--- config.mk ---
export PLATFORM = sky130hd
export DESIGN_NAME = fft_twiddle_sequencer
export DESIGN_NICKNAME = d
export VERILOG_FILES = /design/src/rtl/fft_pkg.sv /design/src/rtl/fft_twiddle_sequencer.sv
export SDC_FILE = /design/constraint.sdc
export NUM_CORES = 1
export LEC_CHECK = 0
export CORE_MARGIN = 8
export CORE_UTILIZATION = 49
export CTS_BUF_LIST = sky130_fd_sc_hd__clkbuf_4 sky130_fd_sc_hd__clkbuf_8 sky130_fd_sc_hd__clkbuf_16
export DETAILED_ROUTE_END_ITERATION = 12
export PLACE_DENSITY = 0.76
export SYNTH_ARGS = -nofsm -noshare
export SYNTH_HDL_FRONTEND = slang
export SYNTH_SLANG_ARGS = --single-unit
--- constraint.sdc ---
create_clock -name clk -period 1.9 [get_ports clk]
set_input_delay 0.285 -clock clk [delete_from_list [all_inputs] [get_ports clk]]
set_output_delay 0.285 -clock clk [all_outputs]
set_load 0.005 [all_outputs]
--- src/rtl/fft_pkg.sv ---
// Shared constants for the SDF FFT datapath.
// Frame defaults and constant-multiplier address encodings.
package fft_pkg;

  localparam int FFT_NFFT   = 64;
  localparam int FFT_DELAY  = 4;
  localparam int DATA_WIDTH = 16;
  localparam int TW_AW      = 6;

  localparam logic [TW_AW-1:0] TW_W0   = 6'd0;
  localparam logic [TW_AW-1:0] TW_W8_1 = 6'd1;
  localparam logic [TW_AW-1:0] TW_W8_2 = 6'd2;
  localparam logic [TW_AW-1:0] TW_W8_3 = 6'd3;

endpackage

--- src/rtl/fft_twiddle_sequencer.sv ---
// Control sequencer for one SDF radix-2 stage.
// Drives butterfly enable, twiddle address and output framing.
module fft_twiddle_sequencer
  import fft_pkg::*;
#(
  parameter int NFFT  = FFT_NFFT,
  parameter int DELAY = FFT_DELAY
) (
  input  logic       clk,
  input  logic       rst,
  input  logic       in_valid,
  input  logic       in_sop,
  output logic       bf_en,
  output logic [5:0] tw_addr,
  output logic       out_valid,
  output logic       out_sop,
  output logic       sop_err
);

  localparam int LD = $clog2(DELAY);
  localparam int SH = 2 - LD;

  localparam logic [5:0] CNT_LAST = 6'(NFFT - 1);
  localparam logic [5:0] CNT_FILL = 6'(DELAY - 1);
  localparam logic [5:0] CNT_SOP  = 6'(DELAY);
  localparam logic [LD:0] JOFF    = (LD+1)'(DELAY);

  logic [5:0]  cnt;
  logic [5:0]  cnt_acc;
  logic [5:0]  cnt_nxt;
  logic        primed;
  logic        primed_now;
  logic        sop_acc;
  logic        realign;
  logic [LD:0] j_lo;
  logic [5:0]  tw_nxt;

  // Accepted-sample index, realignment and next twiddle address.
  always_comb begin
    sop_acc    = in_valid & in_sop;
    realign    = sop_acc & (cnt != '0);
    cnt_acc    = sop_acc ? '0 : cnt;
    cnt_nxt    = (cnt_acc == CNT_LAST) ? '0
                                       : cnt_acc + 6'd1;
    primed_now = primed & ~realign;
    j_lo       = cnt_acc[LD:0] - JOFF;
    tw_nxt     = TW_W0;
    if (j_lo[LD])
      tw_nxt = 6'(j_lo[LD-1:0]) << SH;
  end

  // Input counter and priming state advance per accepted sample.
  always_ff @(posedge clk or negedge rst) begin
    if (!rst) begin
      cnt    <= '0;
      primed <= 1'b0;
    end else if (in_valid) begin
      cnt    <= cnt_nxt;
      primed <= primed_now | (cnt_acc == CNT_FILL);
    end
  end

  // Butterfly phase and twiddle address hold across input gaps.
  always_ff @(posedge clk or negedge rst) begin
    if (!rst) begin
      bf_en   <= 1'b0;
      tw_addr <= TW_W0;
    end else if (in_valid) begin
      bf_en   <= cnt_acc[LD];
      tw_addr <= tw_nxt;
    end
  end

  // Output framing aligned with the multiplier product register.
  always_ff @(posedge clk or negedge rst) begin
    if (!rst) begin
      out_valid <= 1'b0;
      out_sop   <= 1'b0;
    end else begin
      out_valid <= in_valid & primed_now;
      out_sop   <= in_valid & primed_now &
                   (cnt_acc == CNT_SOP);
    end
  end

  // Sticky misaligned-sop flag, cleared only by reset.
  always_ff @(posedge clk or negedge rst) begin
    if (!rst)
      sop_err <= 1'b0;
    else if (realign)
      sop_err <= 1'b1;
  end

endmodule

Word-level counts from Yosys, hierarchy flattened

Cells that the tools add are included.

Add/subtract/negate cells: 2
Equal/unequal tests: 3
Multiplexer cells: 3
Bitwise logic cells: 7
Reductions and logical operators: 1

Operators with widths:

| operator            | count |
|---|---|
| $mux 6              | 2 |
| $add 6x1->6 const B | 1 |
| $eq 6x2->1 const B  | 1 |
| $eq 6x3->1 const B  | 1 |
| $eq 6x6->1 const B  | 1 |
| $reduce_bool 6->1   | 1 |
| $and 1x1->1         | 5 |
| $sub 3x3->3 const B | 1 |
| $mux 2              | 1 |
| $not 1->1           | 1 |
| $or 1x1->1          | 1 |

Register bits after elaboration: 17
Output and inout port bits: 10
Word-level logic and storage cells: 23

Depth between registers and ports, before layout

Gate-level depths: netlist of run 1.

Depth after elaboration: 6
Gate-level depth with buffers: 8
Gate-level depth less buffers: 7

Least setup slack after synthesis of run 1

Ideal clock, no wire load.

Path kind: input -> register
Start: input in_valid
End: register cnt[3]
Library setup time: 0.104 ns
Arrival time: 1.487 ns
Data required time: 1.796 ns
Path slack: 0.309 ns
Stages on the path: 6
Path buffers: 1
Path through: clkbuf_1 -> a21oi_1 -> ha_1 -> and3_4 -> and3_4 -> o41ai_2

Cells in the longest elaborated chain, start to end: 4
Elaborated cells on any way between the ends: 5
Those cells by class: add/sub (1); eq/ne (1); mux (2); bitwise (1)

RTL lines:

| item                                             | RTL line                                                 | RTL |
|---|---|---|
| start: declaration                               | fft_twiddle_sequencer.sv:11                              | `input logic in_valid,` |
| $and 1x1->1                                      | fft_twiddle_sequencer.sv:40                              | `sop_acc = in_valid & in_sop;` |
| $mux 6                                           | fft_twiddle_sequencer.sv:42                              | `cnt_acc = sop_acc ? '0 : cnt;` |
| $add 6x1->6 / $eq 6x6->1 (equally long branches) | fft_twiddle_sequencer.sv:44, fft_twiddle_sequencer.sv:43 |  |
| $mux 6                                           | fft_twiddle_sequencer.sv:43                              | `cnt_nxt = (cnt_acc == CNT_LAST) ? '0` |
| end signal: assignment                           | fft_twiddle_sequencer.sv:58                              | `cnt <= cnt_nxt;` |
| end: declaration                                 | fft_twiddle_sequencer.sv:28                              | `logic [5:0] cnt;` |

Parallel ways exist; a longest one is shown, timed or not.
A chain may end at the register's enable or synchronous reset.

Worst setup path after layout of run 1

Start: input in_sop
End: register cnt[3]

Cells in the longest elaborated chain, start to end: 4
Elaborated cells on any way between the ends: 5
Those cells by class: add/sub (1); eq/ne (1); mux (2); bitwise (1)

RTL lines:

| item                                             | RTL line                                                 | RTL |
|---|---|---|
| start: declaration                               | fft_twiddle_sequencer.sv:12                              | `input logic in_sop,` |
| $and 1x1->1 (*)                                  | fft_twiddle_sequencer.sv:40                              |  |
| $mux 6 (*)                                       | fft_twiddle_sequencer.sv:42                              |  |
| $add 6x1->6 / $eq 6x6->1 (equally long branches) | fft_twiddle_sequencer.sv:44, fft_twiddle_sequencer.sv:43 |  |
| $mux 6 (*)                                       | fft_twiddle_sequencer.sv:43                              |  |

Every way passes the cells marked *; elsewhere a longest branch is shown, timed or not.

==> impl_metrics.prom, run 1 <==
# TYPE chip_impl_metric gauge
chip_impl_metric{name="setup_ws",unit="ns"} 0.248
chip_impl_info{name="synth.area.top_cells",value="sky130_fd_sc_hd__dfrtp_1 43%, sky130_fd_sc_hd__nand2_1 5.0%, sky130_fd_sc_hd__buf_4 4.0%, sky130_fd_sc_hd__inv_1 4.0%, sky130_fd_sc_hd__ha_1 3.3%"} 1
chip_impl_metric{name="first_global_vias",unit=""} 594
chip_impl_metric{name="clock_power_share",unit="%"} 22.4
chip_impl_metric{name="placed_cell_area",unit="sq um"} 870
chip_impl_metric{name="leakage",unit="nW"} 0.405
chip_impl_metric{name="antenna_found_initial",unit=""} 0
chip_impl_metric{name="max_slew.worst_pin.slew",unit="ns"} 0.584
chip_impl_metric{name="synth_sequential_area_ratio",unit="%"} 43.3
chip_impl_metric{name="io_pins",unit=""} 14
chip_impl_info{name="criticalPathCategory",value="input port to flip-flop"} 1
chip_impl_info{name="slowest_stage",value="sky130_fd_sc_hd__clkdlybuf4s50_1"} 1
chip_impl_metric{name="finalHoldViolCount",unit=""} 0
chip_impl_metric{name="nFillCells",unit=""} 144
chip_impl_metric{name="cts-hold-fix-buffers",unit=""} 0
chip_impl_metric{name="critPathRequiredTime",unit="ns"} 2.08
chip_impl_metric{name="critical_path.max_stage_delay",unit="ns"} 0.52
chip_impl_metric{name="h-tree-depth",unit=""} 1
chip_impl_metric{name="grt_start_max_net_pins",unit=""} 21
chip_impl_metric{name="resized_cells_post_cts",unit=""} 0
chip_impl_metric{name="global_route.overflow_total",unit=""} 0
chip_impl_metric{name="place.gp.congestion",unit=""} 0.884
chip_impl_metric{name="final_nets",unit=""} 101
chip_impl_metric{name="clk_path_buf_depth",unit=""} 2
chip_impl_info{name="hold_path.class",value="input port to asynchronous set/reset pin"} 1
chip_impl_metric{name="layout-drive-gt1-share",unit="%"} 18.1
chip_impl_metric{name="area_growth",unit="%"} 19.8
chip_impl_metric{name="route.detailed.vias_per_inst",unit=""} 5.74
chip_impl_metric{name="die_w",unit="microns"} 55.1
chip_impl_info{name="clock_tree.root_cell",value="sky130_fd_sc_hd__clkbuf_4"} 1
chip_impl_metric{name="netlist_area_before_placement",unit="sq um"} 751
chip_impl_metric{name="wire_length_of_the_first_global_routing_pass",unit="mm"} 2.66
chip_impl_info{name="critical_path.endpoint_type",value="flip-flop"} 1
chip_impl_metric{name="final_max_slew_viol_count",unit=""} 0
chip_impl_metric{name="starting_utilization_of_the_core_area",unit="%"} 51.0
chip_impl_info{name="final_cell_mix",value="13 x sky130_fd_sc_hd__dfrtp_1, 10 x sky130_fd_sc_hd__nand2_1, 9 x sky130_fd_sc_hd__clkdlybuf4s50_1"} 1
chip_impl_info{name="yosysTopAreaCell",value="sky130_fd_sc_hd__dfrtp_1"} 1
chip_impl_metric{name="switching_share",unit="%"} 34.6
chip_impl_metric{name="tritoncts.num_buffers",unit=""} 3
chip_impl_metric{name="area_of_all_placed_cells_without_fillers",unit="sq um"} 900
chip_impl_info{name="outcome",value="finished, final reports clean"} 1
chip_impl_metric{name="synth_cells",unit=""} 79
chip_impl_metric{name="ir_drop",unit="mV"} 0.458
chip_impl_metric{name="max_cap_violations",unit=""} 0
chip_impl_metric{name="multi_input_area",unit="sq um"} 352
chip_impl_metric{name="worst-path-stages",unit=""} 8
chip_impl_metric{name="clk_latency",unit="ns"} 0.28
chip_impl_metric{name="pwr_density_cell",unit="nW/um^2"} 941
chip_impl_metric{name="final_setup_violations",unit=""} 0
chip_impl_metric{name="cp.arrival",unit="ns"} 1.84
chip_impl_metric{name="drc",unit=""} 0
chip_impl_metric{name="synth_largest_type_area_fraction",unit="%"} 43.3
chip_impl_metric{name="cell_internal_pwr",unit="mW"} 0.554
chip_impl_metric{name="hold_ws",unit="ns"} 0.372
chip_impl_metric{name="postSynthAreaPerCell",unit="sq um"} 9.50
chip_impl_metric{name="io_buffers",unit=""} 9
chip_impl_metric{name="area.sequential",unit="sq um"} 325
chip_impl_metric{name="die_area",unit="sq um"} 3040
chip_impl_metric{name="antenna-diode-count",unit=""} 0
chip_impl_metric{name="core.rowCount",unit=""} 14
chip_impl_metric{name="dr_total_vias",unit=""} 631
chip_impl_metric{name="timing.clock.skew",unit="ns"} 0.00126
chip_impl_metric{name="pre_cts_slack",unit="ns"} -0.0545
chip_impl_metric{name="fin_crit_sh",unit="%"} 87.0
chip_impl_metric{name="post-dp-hpwl",unit="mm"} 1.18
chip_impl_metric{name="synth.yosys.warnings",unit=""} 0
chip_impl_metric{name="final_period_minus_worst_setup_slack",unit="ns"} 1.65
chip_impl_metric{name="drt_first_iter_violations",unit=""} 12
chip_impl_metric{name="gr-usage-all-layers",unit="%"} 12.1
chip_impl_info{name="critical_path_start_type",value="input port"} 1
chip_impl_metric{name="worst_setup_hold_path_clk_slew",unit="ns"} 0.08
chip_impl_metric{name="drtAntennaViolNets",unit=""} 0
chip_impl_metric{name="worst_slew_margin_rel",unit="%"} 61.0
chip_impl_metric{name="critical_path_peak_fanout",unit=""} 4
chip_impl_info{name="worst_path_top_cell_family_by_delay",value="buffers and inverters"} 1
chip_impl_info{name="rsz0062_at_grt",value="no"} 1
chip_impl_info{name="layout_commonest_cell",value="sky130_fd_sc_hd__dfrtp_1"} 1
chip_impl_metric{name="post-route-util",unit="%"} 61.1
chip_impl_metric{name="worst_r2r_path_depth",unit=""} 7
chip_impl_metric{name="floorplan.core_area",unit="sq um"} 1470
chip_impl_metric{name="clkSinkCount",unit=""} 13
chip_impl_metric{name="max_clock_freq",unit="GHz"} 0.605
chip_impl_metric{name="synth_cell_type_count",unit=""} 31
chip_impl_metric{name="seq_power_share",unit="%"} 48.7
chip_impl_metric{name="critical_path_buf_inv_count",unit=""} 2
chip_impl_metric{name="synth-seq-cells",unit=""} 13
chip_impl_metric{name="post-cts-setup-buffer-count",unit=""} 0
chip_impl_info{name="worst_path_cell_trace",value="clkdlybuf4s50_1 -> nand2_1 -> nand2_1 -> inv_1 -> ha_1 -> and3_4 -> and3_4 -> o41ai_2"} 1
chip_impl_metric{name="drt_wl_total",unit="mm"} 1.64
chip_impl_metric{name="post_drt_wl_per_cell",unit="microns"} 14.9
chip_impl_metric{name="die_y",unit="microns"} 55.1
chip_impl_metric{name="dr.pass1.iters",unit=""} 4
chip_impl_metric{name="comb_power_share",unit="%"} 28.9
chip_impl_metric{name="power.switching",unit="mW"} 0.293
chip_impl_info{name="tritoncts",value="yes"} 1
==> synth_stat cells <==
| cell type | number |
|---|---|
| sky130_fd_sc_hd__nor2_1 | 2 |
| sky130_fd_sc_hd__o211ai_1 | 1 |
| sky130_fd_sc_hd__buf_2 | 2 |
| sky130_fd_sc_hd__o32ai_1 | 2 |
| sky130_fd_sc_hd__a31oi_1 | 1 |
| sky130_fd_sc_hd__nor2b_1 | 4 |
| sky130_fd_sc_hd__buf_6 | 1 |
| sky130_fd_sc_hd__ha_1 | 2 |
| sky130_fd_sc_hd__dfrtp_1 | 13 |
| sky130_fd_sc_hd__o41ai_2 | 1 |
| sky130_fd_sc_hd__buf_4 | 4 |
| sky130_fd_sc_hd__nor4_2 | 1 |
| sky130_fd_sc_hd__o22ai_1 | 2 |
| sky130_fd_sc_hd__clkbuf_1 | 1 |
| sky130_fd_sc_hd__a31o_1 | 1 |
| sky130_fd_sc_hd__nand2_1 | 10 |
| sky130_fd_sc_hd__and3_1 | 1 |
| sky130_fd_sc_hd__nor3b_1 | 1 |
| sky130_fd_sc_hd__conb_1 | 1 |
| sky130_fd_sc_hd__and3_4 | 2 |
| sky130_fd_sc_hd__nand3_1 | 2 |
| sky130_fd_sc_hd__mux2_2 | 2 |
| sky130_fd_sc_hd__nor4_1 | 1 |
| sky130_fd_sc_hd__o21ai_0 | 2 |
| sky130_fd_sc_hd__a21oi_1 | 4 |
| sky130_fd_sc_hd__inv_1 | 8 |
| sky130_fd_sc_hd__nand4_1 | 2 |
| sky130_fd_sc_hd__mux2i_1 | 1 |
| sky130_fd_sc_hd__o21bai_1 | 1 |
| sky130_fd_sc_hd__a32oi_1 | 2 |
| sky130_fd_sc_hd__a211oi_1 | 1 |
==> layout make-up <==
| class | count | area share (%) |
|---|---|---|
| Inverter | 8 | 3.34 |
| Multi-Input combinational cell | 53 | 39.1 |
| Clock buffer | 4 | 3.34 |
| Timing Repair Buffer | 16 | 15.9 |
| Sequential cell | 13 | 36.2 |
| Tap cell | 16 | 2.23 |
==> power by group through the flow <==
stage               sequential, mW  clock (mW)  combinational (mW)
finish                       0.412       0.190               0.245
global route                 0.424       0.201               0.274
global placement             0.415           0               0.235
detailed placement           0.416           0               0.242
floorplan                    0.388           0               0.184
CTS                          0.410       0.187               0.245
==> cell families after synthesis <==
| group | after synthesis | synth area share (%) |
|---|---|---|
| mux | 3 | 4.33 |
| buf+inv | 16 | 11.3 |
| other cells | 1 | 0.500 |
| simple gates | 26 | 19.7 |
| flops | 13 | 43.3 |
| compound gates | 18 | 17.5 |
| fa+ha+maj | 2 | 3.33 |
==> metrics by stage <==
step | instances | TNS, ns | power (mW)
floorplan | 82 | 0 | 0.572
global placement | 106 | 0 | 0.651
detailed placement | 106 | -0.0678 | 0.658
CTS | 110 | 0 | 0.843
global route | 110 | 0 | 0.900
finish | 110 | 0 | 0.847
==> registers in the layout, indices dropped and copies added, names as in the netlist <==
register,cells
tw_addr,2
out_valid,1
bf_en,1
out_sop,1
primed,1
cnt,6
sop_err,1
==> path summary, 6_finish.rpt <==
path	slack, ns	start	endpoint
min in group clk	0.47	sop_err	sop_err
max	0.25	in_sop	cnt[3]
max in group asynchronous	1.15	rst	primed
max reg2reg	0.27	cnt[1]	cnt[4]
min	0.37	rst	cnt[2]
min reg2reg	0.47	sop_err	sop_err
==> routing by layer <==
layer	vias up	share of wire, %	routed length (microns)	track usage, %
met5	-	0	0	0
met4	0	3.0	49	5.60
met3	6	7.0	114	4.28
met2	22	47	767	19.0
met1	300	43	708	14.5
li1	303	-	-	-
Power figures use the tool's default switching activity.
==> inputs of run 2 (changes only) <==
- CORE_MARGIN: 8 -> 10
- DONT_BUFFER_PORTS: default -> 1
- PLACE_DENSITY: 0.76 -> default
- clock period: 1.9 -> 1.95 ns (I/O delays scaled with it)
==> impl_metrics.prom, run 2 (same netlist as run 1, synthesis figures left out) <==
# TYPE chip_impl_metric gauge
chip_impl_info{name="outcome",value="finished, final reports clean"} 1
chip_impl_metric{name="layout-drive-gt1-share",unit="%"} 12.7
chip_impl_metric{name="drt_wl_total",unit="mm"} 1.49
chip_impl_info{name="tritoncts",value="yes"} 1
chip_impl_metric{name="multi_input_area",unit="sq um"} 352
chip_impl_metric{name="die_y",unit="microns"} 59.1
chip_impl_metric{name="io_buffers",unit=""} 0
chip_impl_metric{name="global_route.overflow_total",unit=""} 0
chip_impl_metric{name="area_growth",unit="%"} 2.17
chip_impl_metric{name="setup.reg_to_reg.worst_slack",unit="ns"} 0.26
chip_impl_info{name="worst_setup_path_endpoint",value="cnt[0]"} 1
chip_impl_metric{name="final_period_minus_worst_setup_slack",unit="ns"} 1.69
chip_impl_info{name="rr_startpoint",value="cnt[1]"} 1
chip_impl_metric{name="first_global_vias",unit=""} 574
chip_impl_metric{name="place.gp.congestion",unit=""} 0.723
chip_impl_metric{name="floorplan.core_area",unit="sq um"} 1470
chip_impl_metric{name="max_clock_freq",unit="GHz"} 0.593
chip_impl_metric{name="antenna_found_initial",unit=""} 0
chip_impl_metric{name="worst_setup_hold_path_clk_slew",unit="ns"} 0.08
chip_impl_info{name="final_cell_mix",value="13 x sky130_fd_sc_hd__dfrtp_1, 10 x sky130_fd_sc_hd__nand2_1, 8 x sky130_fd_sc_hd__inv_1"} 1
chip_impl_metric{name="post-dp-hpwl",unit="mm"} 1.01
chip_impl_metric{name="setup_ws",unit="ns"} 0.265
chip_impl_metric{name="area_of_all_placed_cells_without_fillers",unit="sq um"} 767
chip_impl_metric{name="drc",unit=""} 0
chip_impl_metric{name="h-tree-depth",unit=""} 1
chip_impl_metric{name="max_slew.worst_pin.slew",unit="ns"} 0.566
chip_impl_info{name="hold_path.class",value="input port to flip-flop"} 1
chip_impl_metric{name="drt_first_iter_violations",unit=""} 12
chip_impl_info{name="critical_path_start_type",value="flip-flop"} 1
chip_impl_metric{name="tritoncts.num_buffers",unit=""} 3
chip_impl_metric{name="largest_register_ff_count",unit=""} 6
chip_impl_info{name="largestRegisters",value="cnt: 6 flops, tw_addr: 2 flops"} 1
chip_impl_info{name="worstReg2RegEnd",value="cnt[0]"} 1
chip_impl_metric{name="pre_cts_slack",unit="ns"} 0.344
chip_impl_metric{name="die_area",unit="sq um"} 3500
chip_impl_metric{name="cp.arrival",unit="ns"} 1.85
chip_impl_info{name="clock_tree.root_cell",value="sky130_fd_sc_hd__clkbuf_4"} 1
chip_impl_metric{name="final_max_slew_viol_count",unit=""} 0
chip_impl_metric{name="io_pins",unit=""} 14
chip_impl_info{name="worst_setup_path_startpoint",value="cnt[1]"} 1
chip_impl_info{name="critical_path.endpoint_type",value="flip-flop"} 1
chip_impl_metric{name="dr.pass1.iters",unit=""} 4
chip_impl_metric{name="clk_latency",unit="ns"} 0.28
chip_impl_metric{name="setup_tns",unit="ns"} 0
chip_impl_metric{name="critPathRequiredTime",unit="ns"} 2.12
chip_impl_metric{name="pwr_density_cell",unit="nW/um^2"} 994
chip_impl_info{name="criticalPathCategory",value="flip-flop to flip-flop"} 1
chip_impl_metric{name="max_cap_violations",unit=""} 0
chip_impl_metric{name="fin_crit_sh",unit="%"} 86.4
chip_impl_metric{name="critical_path_peak_fanout",unit=""} 5
chip_impl_info{name="layout_commonest_cell",value="sky130_fd_sc_hd__dfrtp_1"} 1
chip_impl_metric{name="timing.clock.skew",unit="ns"} 0.000609
chip_impl_metric{name="final-instance-count-excl-fill",unit=""} 95
chip_impl_metric{name="final_nets",unit=""} 86
chip_impl_metric{name="core.rowCount",unit=""} 14
chip_impl_metric{name="finalHoldViolCount",unit=""} 0
chip_impl_metric{name="die_w",unit="microns"} 59.1
chip_impl_info{name="rsz0062_at_grt",value="no"} 1
chip_impl_metric{name="worst_slew_margin_rel",unit="%"} 62.1
chip_impl_metric{name="hold_ws",unit="ns"} 0.0917
chip_impl_metric{name="post-place-cells",unit=""} 90
chip_impl_metric{name="total_power",unit="mW"} 0.762
chip_impl_metric{name="post-route-util",unit="%"} 52.1
chip_impl_metric{name="area.sequential",unit="sq um"} 325
chip_impl_metric{name="route.detailed.vias_per_inst",unit=""} 5.88
chip_impl_metric{name="post_drt_wl_per_cell",unit="microns"} 15.6
chip_impl_metric{name="starting_utilization_of_the_core_area",unit="%"} 51.0
chip_impl_metric{name="clk_path_buf_depth",unit=""} 2
chip_impl_metric{name="antenna-diode-count",unit=""} 0
chip_impl_metric{name="worst_r2r_path_depth",unit=""} 6
chip_impl_metric{name="clkSinkCount",unit=""} 13
chip_impl_metric{name="final_setup_violations",unit=""} 0
chip_impl_metric{name="nFillCells",unit=""} 142
chip_impl_info{name="max_flop_register",value="cnt"} 1
chip_impl_metric{name="gr-usage-all-layers",unit="%"} 9.61
chip_impl_metric{name="ir_drop",unit="mV"} 0.491
chip_impl_metric{name="drtAntennaViolNets",unit=""} 0
chip_impl_metric{name="grt_start_max_net_pins",unit=""} 23
chip_impl_metric{name="dr_total_vias",unit=""} 559
chip_impl_metric{name="wire_length_of_the_first_global_routing_pass",unit="mm"} 2.59
chip_impl_metric{name="leakage",unit="nW"} 0.341
chip_impl_metric{name="placed_cell_area",unit="sq um"} 727
run 2: changes by cell type in the layout (fill, tap and decap cells not counted), sizes merged:
cell	change
dlygate4sd3	+1
clkdlybuf4s50	-9
buf	-7
run 2: power breakdown:
part / switching (mW) / leakage (nW) / total, mW / internal, mW
clock network: 0.0888 / 0.0184 / 0.182 / 0.0934
logic: 0.0887 / 0.157 / 0.174 / 0.0854
registers: 0.0839 / 0.166 / 0.406 / 0.322
total: 0.261 / 0.341 / 0.762 / 0.501
run 2: layer usage:
layer	share of wire, %	vias up	GRT usage [%]
met2	46	15	15.6
met1	43	265	10.0
met3	7.3	5	4.08
met4	2.7	0	5.90
met5	0	-	0
li1	-	274	-
run 2: final cells by class:
type                    instances  share of cell area, %
flip-flops and latches         13                   42.4
repair buffers                  1                   1.31
clock buffers                   4                   3.92
multi-input cells              53                   45.8
well taps                      16                   2.61
inverters                       8                   3.92
run 2: worst min path at each step:
stage               startpoint         end  slack [ns]  cells after the start
floorplan                  rst       bf_en      -0.003                      0
global placement           rst  tw_addr[1]      -0.003                      0
detailed placement         rst  tw_addr[1]      -0.003                      0
CTS                     in_sop   out_valid        0.09                      1
global route            in_sop   out_valid        0.09                      1
finish                  in_sop   out_valid        0.09                      1
run 2: worst max-delay path, stage by stage, from the launching register on:
cell,delay (ns)
sky130_fd_sc_hd__dfrtp_1,0.43
sky130_fd_sc_hd__inv_1,0.07
sky130_fd_sc_hd__a21oi_1,0.18
sky130_fd_sc_hd__ha_1,0.28
sky130_fd_sc_hd__and3_4,0.24
sky130_fd_sc_hd__a32oi_1,0.10
sky130_fd_sc_hd__mux2_2,0.27
run 2: timing repair:
| action | 4_1_cts | 5_1_grt |
|---|---|---|
| setup buffers | 0 | 0 |
| resized for setup | 0 | 0 |
| hold endpoints to repair | 13 | 0 |
| hold buffers | 1 | 0 |
| endpoints found under the setup margin | 0 | 0 |
==> inputs of run 3 (changes only) <==
- GPL_ROUTABILITY_DRIVEN: default -> 0
==> results of run 3 <==
Final layout, timing and power as in run 2 (identical DEF).
